--- src/rtl/cva6_icache_refill_assembler.sv ---
// Collects AXI read beats of one I$ miss into a full cache line and returns it
// to the I$ as a single-cycle refill pulse with accumulated error status.
module cva6_icache_refill_assembler #(
    parameter int unsigned AxiDataWidth    = 64,
    parameter int unsigned IcacheLineWidth = 128,
    parameter int unsigned TidWidth        = 4,
    localparam int unsigned NBEATS = IcacheLineWidth / AxiDataWidth,
    localparam int unsigned NWORDS = AxiDataWidth / 64,
    localparam int unsigned WIDX   = (NWORDS > 1) ? $clog2(NWORDS) : 1
) (
    input  logic                       clk_i,
    input  logic                       rst_ni,
    input  logic                       req_valid_i,
    output logic                       req_ready_o,
    input  logic                       req_nc_i,
    input  logic [WIDX-1:0]            req_word_idx_i,
    input  logic [TidWidth-1:0]        req_tid_i,
    input  logic                       mem_resp_valid_i,
    output logic                       mem_resp_ready_o,
    input  logic [AxiDataWidth-1:0]    mem_resp_data_i,
    input  logic [TidWidth-1:0]        mem_resp_id_i,
    input  logic                       mem_resp_last_i,
    input  logic                       mem_resp_error_i,
    output logic                       rtrn_valid_o,
    output logic [IcacheLineWidth-1:0] rtrn_data_o,
    output logic [TidWidth-1:0]        rtrn_tid_o,
    output logic                       rtrn_err_o
);

    localparam int unsigned CNTW = (NBEATS > 1) ? $clog2(NBEATS) : 1;
    localparam logic [CNTW-1:0] CNT_MAX = CNTW'(NBEATS - 1);

    typedef enum logic [1:0] {IDLE, FILL, DONE} state_e;

    state_e                     state_q;
    logic [IcacheLineWidth-1:0] line_q, line_d;
    logic [CNTW-1:0]            cnt_q, cnt_d;
    logic                       err_q, err_d;
    logic                       top_full_q, top_full_d;
    logic                       seen_q, seen_d;
    logic                       nc_q;
    logic [WIDX-1:0]            widx_q;
    logic [TidWidth-1:0]        tid_q;
    logic                       req_ready_q, mem_ready_q, rtrn_valid_q, rtrn_err_q;
    logic                       beat_acc;
    logic [WIDX-1:0]            word_sel;
    logic [63:0]                nc_word;

    assign beat_acc = (state_q == FILL) && mem_resp_valid_i && mem_ready_q;

    // With a single 64-bit word per beat the word index carries no information.
    assign word_sel = (NWORDS == 1) ? '0 : widx_q;

    always_comb begin
        nc_word = '0;
        for (int w = 0; w < int'(NWORDS); w++) begin
            if (WIDX'(w) == word_sel) nc_word = mem_resp_data_i[w*64 +: 64];
        end
    end

    // Effect of the beat presented this cycle on the line buffer and status.
    always_comb begin
        line_d     = line_q;
        cnt_d      = cnt_q;
        err_d      = err_q;
        top_full_d = top_full_q;
        seen_d     = seen_q;
        if (beat_acc) begin
            seen_d = 1'b1;
            if (mem_resp_error_i || (mem_resp_id_i != tid_q)) err_d = 1'b1;
            if (nc_q) begin
                if (seen_q) err_d = 1'b1;
                else        line_d = IcacheLineWidth'(nc_word);
            end else if (top_full_q) begin
                err_d = 1'b1;
            end else begin
                for (int b = 0; b < int'(NBEATS); b++) begin
                    if (cnt_q == CNTW'(b)) line_d[b*AxiDataWidth +: AxiDataWidth] = mem_resp_data_i;
                end
                if (cnt_q == CNT_MAX) top_full_d = 1'b1;
                else                  cnt_d = cnt_q + 1'b1;
            end
            // A last beat before the top slot is reached leaves the line short.
            if (mem_resp_last_i && !nc_q && (cnt_q != CNT_MAX)) err_d = 1'b1;
        end
    end

    always_ff @(posedge clk_i or negedge rst_ni) begin
        if (!rst_ni) begin
            state_q      <= IDLE;
            line_q       <= '0;
            cnt_q        <= '0;
            err_q        <= 1'b0;
            top_full_q   <= 1'b0;
            seen_q       <= 1'b0;
            nc_q         <= 1'b0;
            widx_q       <= '0;
            tid_q        <= '0;
            req_ready_q  <= 1'b1;
            mem_ready_q  <= 1'b0;
            rtrn_valid_q <= 1'b0;
            rtrn_err_q   <= 1'b0;
        end else begin
            case (state_q)
                IDLE: begin
                    if (req_valid_i) begin
                        state_q     <= FILL;
                        nc_q        <= req_nc_i;
                        widx_q      <= req_word_idx_i;
                        tid_q       <= req_tid_i;
                        line_q      <= '0;
                        cnt_q       <= '0;
                        err_q       <= 1'b0;
                        top_full_q  <= 1'b0;
                        seen_q      <= 1'b0;
                        req_ready_q <= 1'b0;
                        mem_ready_q <= 1'b1;
                    end
                end
                FILL: begin
                    line_q     <= line_d;
                    cnt_q      <= cnt_d;
                    err_q      <= err_d;
                    top_full_q <= top_full_d;
                    seen_q     <= seen_d;
                    if (beat_acc && mem_resp_last_i) begin
                        state_q      <= DONE;
                        mem_ready_q  <= 1'b0;
                        rtrn_valid_q <= 1'b1;
                        rtrn_err_q   <= err_d;
                    end
                end
                DONE: begin
                    state_q      <= IDLE;
                    rtrn_valid_q <= 1'b0;
                    rtrn_err_q   <= 1'b0;
                    req_ready_q  <= 1'b1;
                end
                default: begin
                    state_q      <= IDLE;
                    req_ready_q  <= 1'b1;
                    mem_ready_q  <= 1'b0;
                    rtrn_valid_q <= 1'b0;
                    rtrn_err_q   <= 1'b0;
                end
            endcase
        end
    end

    assign req_ready_o      = req_ready_q;
    assign mem_resp_ready_o = mem_ready_q;
    assign rtrn_valid_o     = rtrn_valid_q;
    assign rtrn_err_o       = rtrn_err_q;
    assign rtrn_data_o      = line_q;
    assign rtrn_tid_o       = tid_q;

endmodule

--- config.mk ---
export PLATFORM = sky130hd
export DESIGN_NAME = cva6_icache_refill_assembler
export DESIGN_NICKNAME = d
export VERILOG_FILES = /design/src/rtl/cva6_icache_refill_assembler.sv
export SDC_FILE = /design/constraint.sdc
export NUM_CORES = 1
export LEC_CHECK = 0
export CAP_MARGIN = 10
export CORE_ASPECT_RATIO = 0.8
export CORE_MARGIN = 5
export CORE_UTILIZATION = 48
export DETAILED_ROUTE_END_ITERATION = 6
export HOLD_SLACK_MARGIN = 0.06
export PLACE_DENSITY = 0.84
export SYNTH_ARGS = -nofsm -noshare
export SYNTH_HDL_FRONTEND = slang
export SYNTH_SLANG_ARGS = --single-unit
--- constraint.sdc ---
create_clock -name clk_i -period 2.3 [get_ports clk_i]
set_clock_uncertainty 0.1 [all_clocks]
set_input_delay 0.46 -clock clk_i [delete_from_list [all_inputs] [get_ports clk_i]]
set_output_delay 0.46 -clock clk_i [all_outputs]
set_load 0.1 [all_outputs]
==> results of run 1 <==
how the worst min path moves through the flow:
stage                          startpoint              end  slack (ps)  depth (start not counted)
after floorplan                    rst_ni            cnt_q          60                          0
after global placement             rst_ni       state_q[1]         290                          1
after detailed placement           rst_ni       state_q[1]         300                          1
after CTS                          seen_q           seen_q         380                          2
after global routing      rtrn_data_o[95]  rtrn_data_o[95]         420                          1
final                              seen_q           seen_q         380                          2
layout make-up:
| class | instances | area, sq um | share of cell area, % |
|---|---|---|---|
| Sequential cell | 143 | 3580 | 42.4 |
| Timing Repair Buffer | 227 | 1980 | 23.4 |
| Multi-Input combinational cell | 248 | 1820 | 21.6 |
| Clock buffer | 20 | 457 | 5.41 |
| Inverter | 66 | 248 | 2.94 |
| Tap cell | 171 | 214 | 2.54 |
| Clock inverter | 11 | 140 | 1.66 |
placed cells by master (no fill, tap or decap), drive strengths merged, types with 4 or more instances in the layout:
cell,n
nand2,77
nor2,11
mux2i,64
dfrtp,142
xor2,4
inv,66
clkdlybuf4s50,77
a22o,65
clkinv,7
clkbuf,20
buf,149
logic make-up after synthesis:
kind of cell              after synthesis  share of synthesized area [%]
DFF                                   143                           59.7
and+or+nand+nor                       101                           7.74
buffers and inverters                  95                           9.99
AOI/OAI and AO/OA                      77                           11.0
muxes                                  66                           11.1
xor gates and xnor gates                4                          0.584
layer usage:
| layer | share of wire (%) | vias up | track usage [%] | routed length (um) |
|---|---|---|---|---|
| met4 | 2.4 | 0 | 9.42 | 376 |
| met1 | 43 | 2268 | 28.9 | 6710 |
| li1 | - | 2050 | - | - |
| met3 | 7.8 | 36 | 7.80 | 1230 |
| met5 | 0 | - | 0 | 0 |
| met2 | 47 | 189 | 33.8 | 7420 |
state kept, by name, indices dropped and copies added (netlist names):
signal            count
cnt_q                 1
rtrn_err_o            1
mem_resp_ready_o      1
rtrn_tid_o            4
top_full_q            1
seen_q                1
state_q               2
req_ready_o           1
rtrn_valid_o          1
err_q                 1
rtrn_data_o         128
nc_q                  1
metrics by stage:
| stage | util [%] | hold WS, ps | std cells |
|---|---|---|---|
| after detailed placement | 64.2 | 297 | 854 |
| after CTS | 69.1 | 383 | 886 |
| after floorplan | - | 64.4 | 486 |
| final | 69.1 | 384 | 886 |
| after global placement | 64.2 | 295 | 854 |
| after global routing | 69.1 | 419 | 886 |
==> flow_summary.ini, run 1 <==
[outcome]
status = completed

[worst_setup_path]
critPathRequiredTime_ps = 1740
cp_slowest_cell = dfrtp_1
worstSetupEndpointType = output pin
cp-start-kind = flop
critPathKind = reg2out
r2r-start = mem_resp_ready_o
cp_cell_sequence = buf_4
worst-path-stages = 1
cp.buffers_inverters = 1
critPathArrivalTime_ps = 1270
critPathMaxStageDelay_ps = 500
reg2regPathDepth = 5
r2r-end = rtrn_data_o[75]
r2r_slack_ps = 520
crit_path_end = mem_resp_ready_o
path_max_fanout = 7
worstSetupStartpoint = mem_resp_ready_o
crit_family = flip-flops

[job]
drv_cap = 0

[yosys]
ys_seq_elements = 143
syn_area_sq_um = 6000
synthTopCellsByCount = dfrtp_1, nand2_1, inv_1
synth-seq-area-share_pct = 59.7
synth_area_leader_cell = dfrtp_1
synth_warnings = 0
synth-edff-count = 0
yosysTopAreaCellShare_pct = 59.2
ys_async_sr_fraction_pct = 100
synth_most_common_cell = dfrtp_1
synthesis.nets = 566
ys_types = 35
synth_flop_cell = dfrtp_1
syn_avg_cell_area_sq_um = 12.3
postSynthCellCount = 486
synthTopCellsByArea = dfrtp_1, mux2i_1, a22o_1

[sta]
maxSlewViolCount = 0
timing.final.crit_period_ps = 1830
setup-violations-final = 0
setup_tns_ps = 0
finalCritPeriodShare_pct = 79.5
max_slew_margin_pct = 73.4
rsz0062_at_grt = false
clock.fmax_ghz = 0.547
hold_viol_final = 0
worst_pin_slew_ps = 400
post-route-worst-setup-slack_ps = 473

[clocking]
holdBufCountCts = 1
path_clk_slew_ps = 60
root_buffer = clkbuf_16
tritoncts = yes
htreeDepth = 4
cts_buffer_depth = 2
insertion_delay_ps = 420
numCtsBuffers = 17
cts_resized = 0
postCtsSetupBuffers = 0
clock_sinks = 143

[layout]
insertedDiodeCount = 0
nNetsFinal = 783
drive_gt1_share_pct = 27.6
syn_to_final_growth_pct = 40.6
n_fill_cell = 861
fin_area_sq_um = 8440

[floorplan]
start_util_pct = 49.2
die_w_um = 135
io_pins = 216
dieArea_sq_um = 14900
die_h_um = 110
placementRows = 36
core_area_sq_um = 12200

[routing]
ant_nets = 0
routed_wl_um = 15700
vias_per_cell = 5.13
vias = 4543
drc_errors = 0
drtIter0Drc = 295
wl_per_cell_um = 17.8
dr.pass1.iters = 4

[global_routing]
grt_pass1_vias = 4916
grt_overflow_total = 0
grt_pass1_wl_um = 25400
grt_max_degree = 71
grt.total_usage_pct = 22.1
antenna_found_initial = 0

[place]
place.port_buffers = 214
placed_area_sq_um = 7830
gp_routability_congestion = 0.825
dpl.hpwl_um = 11200
dp_slack_ps = 117

[hold_path]
min_path_type = reg2reg
Power of run 1 is not shown: default switching activity piles up to over one toggle a cycle in this logic, so the estimate is an artifact.
==> run 2, diff against run 1 <==
--- a/config.mk
+++ b/config.mk
@@ -8,10 +8,10 @@
 export CAP_MARGIN = 10
 export CORE_ASPECT_RATIO = 0.8
 export CORE_MARGIN = 5
-export CORE_UTILIZATION = 48
+export CORE_UTILIZATION = 45
 export DETAILED_ROUTE_END_ITERATION = 6
 export HOLD_SLACK_MARGIN = 0.06
-export PLACE_DENSITY = 0.84
+export PLACE_DENSITY = 0.79
 export SYNTH_ARGS = -nofsm -noshare
 export SYNTH_HDL_FRONTEND = slang
 export SYNTH_SLANG_ARGS = --single-unit
==> constraint.sdc (replaced) <==
create_clock -name clk_i -period 1.9 [get_ports clk_i]
set_clock_uncertainty 0.1 [all_clocks]
set_input_delay 0.38 -clock clk_i [delete_from_list [all_inputs] [get_ports clk_i]]
set_output_delay 0.38 -clock clk_i [all_outputs]
set_load 0.1 [all_outputs]
==> run 2 against run 1 <==
Via count increased by 1.8%. Core utilization increased by 10 points. Die area increased by 6.1%. Largest cell class is now buffers.
==> flow_summary.ini, run 2 (synthesis results as in run 1) <==
[global_routing]
grt_pass1_wl_um = 29100
grt_max_degree = 51
grt.total_usage_pct = 23.4
grt_pass1_vias = 5120
grt_overflow_total = 0
antenna_found_initial = 0

[floorplan]
dieArea_sq_um = 15800
io_pins = 216
core_area_sq_um = 13000
die_w_um = 139
start_util_pct = 46.3
die_h_um = 113
placementRows = 37

[worst_setup_path]
critPathRequiredTime_ps = 2110
critPathKind = reg2reg
worstSetupEndpointType = flop
critPathArrivalTime_ps = 1990
reg2regPathDepth = 5
path_max_fanout = 31
cp-start-kind = flop

[routing]
wl_met1_um = 7040
ant_nets = 0
topRoutingLayerUsed = met4
drc_errors = 0
vias = 4626
routed_wl_um = 17900
drtIter0Drc = 249
met2WireLength_um = 9320
wl_per_cell_um = 20.0
dr_wl_met3_um = 1210
vias_per_cell = 5.16
dr.pass1.iters = 5

[sta]
finalCritPeriodShare_pct = 93.3
timing.final.crit_period_ps = 1770
clock.fmax_ghz = 0.564
maxSlewViolCount = 0
max_slew_margin_pct = 68.3
rsz0062_at_grt = false
setup-violations-final = 0
worst_pin_slew_ps = 475
hold_viol_final = 0

[clocking]
root_buffer = clkbuf_16
htreeDepth = 4
tritoncts = yes
numCtsBuffers = 17
clock_sinks = 143
insertion_delay_ps = 410
path_clk_slew_ps = 60
cts_buffer_depth = 2
postCtsSetupBuffers = 0

[job]
drv_cap = 0

[layout]
n_fill_cell = 740
mostFrequentLayoutCells = buf_12, dfrtp_1, nand2_1, clkdlybuf4s50_1, inv_1
nNetsFinal = 788
seq_area_sq_um = 3580
fin_cells = 896
multiInputGateArea_sq_um = 1830
drive_gt1_share_pct = 28.6
syn_to_final_growth_pct = 71.0
largest_reg_flops = 128
insertedDiodeCount = 0
final_common_cell = buf_12
final_core_util_pct = 79.2

[place]
dpl.hpwl_um = 12900
gp_routability_congestion = 0.816
place.port_buffers = 214
dp_cells = 863

[hold_path]
min_path_type = in2async

[outcome]
status = completed
## run 2: cell types whose count changed in the layout (fill, tap and decap cells not counted)
cell | previous run | this run
buf_12 | 6 | 145
buf_4 | 142 | 8
clkbuf_1 | 1 | 0
clkinv_2 | 5 | 0
clkinvlp_4 | 1 | 3
dfrtp_1 | 142 | 141
dfrtp_2 | 0 | 1
inv_6 | 0 | 4
inv_8 | 0 | 1
nor3b_1 | 2 | 1
nor3b_2 | 0 | 1
## run 2: what timing repair did
| item | 4_1_cts | 5_1_grt |
|---|---|---|
| setup endpoints to repair | 0 | 18 |
| resized for setup | 0 | 1 |
| hold buffers | 1 | 0 |
| hold endpoints to repair | 45 | 0 |
## run 2: path summary, 6_finish.rpt
check	startpoint	to	slack [ps]
min reg2reg	seen_q	seen_q	390
min in group clk_i	seen_q	seen_q	390
max reg2reg	state_q[1]	rtrn_data_o[47]	130
max	state_q[1]	rtrn_data_o[47]	130
min	rst_ni	err_q	370
max in group asynchronous	rst_ni	rtrn_data_o[30]	720
## run 2: final cells by class
cell class | instances | share of cell area, %
tap | 175 | 2.13
clock buffer | 19 | 4.41
inverter | 66 | 2.41
multi-input combinational | 248 | 17.8
timing repair buffer | 232 | 36.6
sequential | 143 | 34.9
clock inverter | 13 | 1.72
## run 2: routing by layer
| layer | global-route usage (%) | vias up |
|---|---|---|
| li1 | - | 2059 |
| met1 | 28.6 | 2353 |
| met2 | 39.9 | 191 |
| met3 | 7.98 | 23 |
| met4 | 6.98 | 0 |
| met5 | 0 | - |
## run 2: metrics by stage
step	setup TNS (ps)	instance area (sq um)	hold slack (ps)	setup WS [ps]
floorplan	0	6000	-15.6	30.3
global placement	-10280	9620	262	-148
detailed placement	-18680	9620	261	-249
CTS	0	10300	382	56.0
global route	0	10300	402	77.2
finish	0	10300	374	127
## run 2: worst max-delay path, stage by stage, from the launching register on
cell and delay [ps]:
dfrtp_1 530, nor2b_4 220, nand3_4 120, nor2_8 160, buf_12 250, mux2i_1 280
Power of run 2 is left out for the same reason.
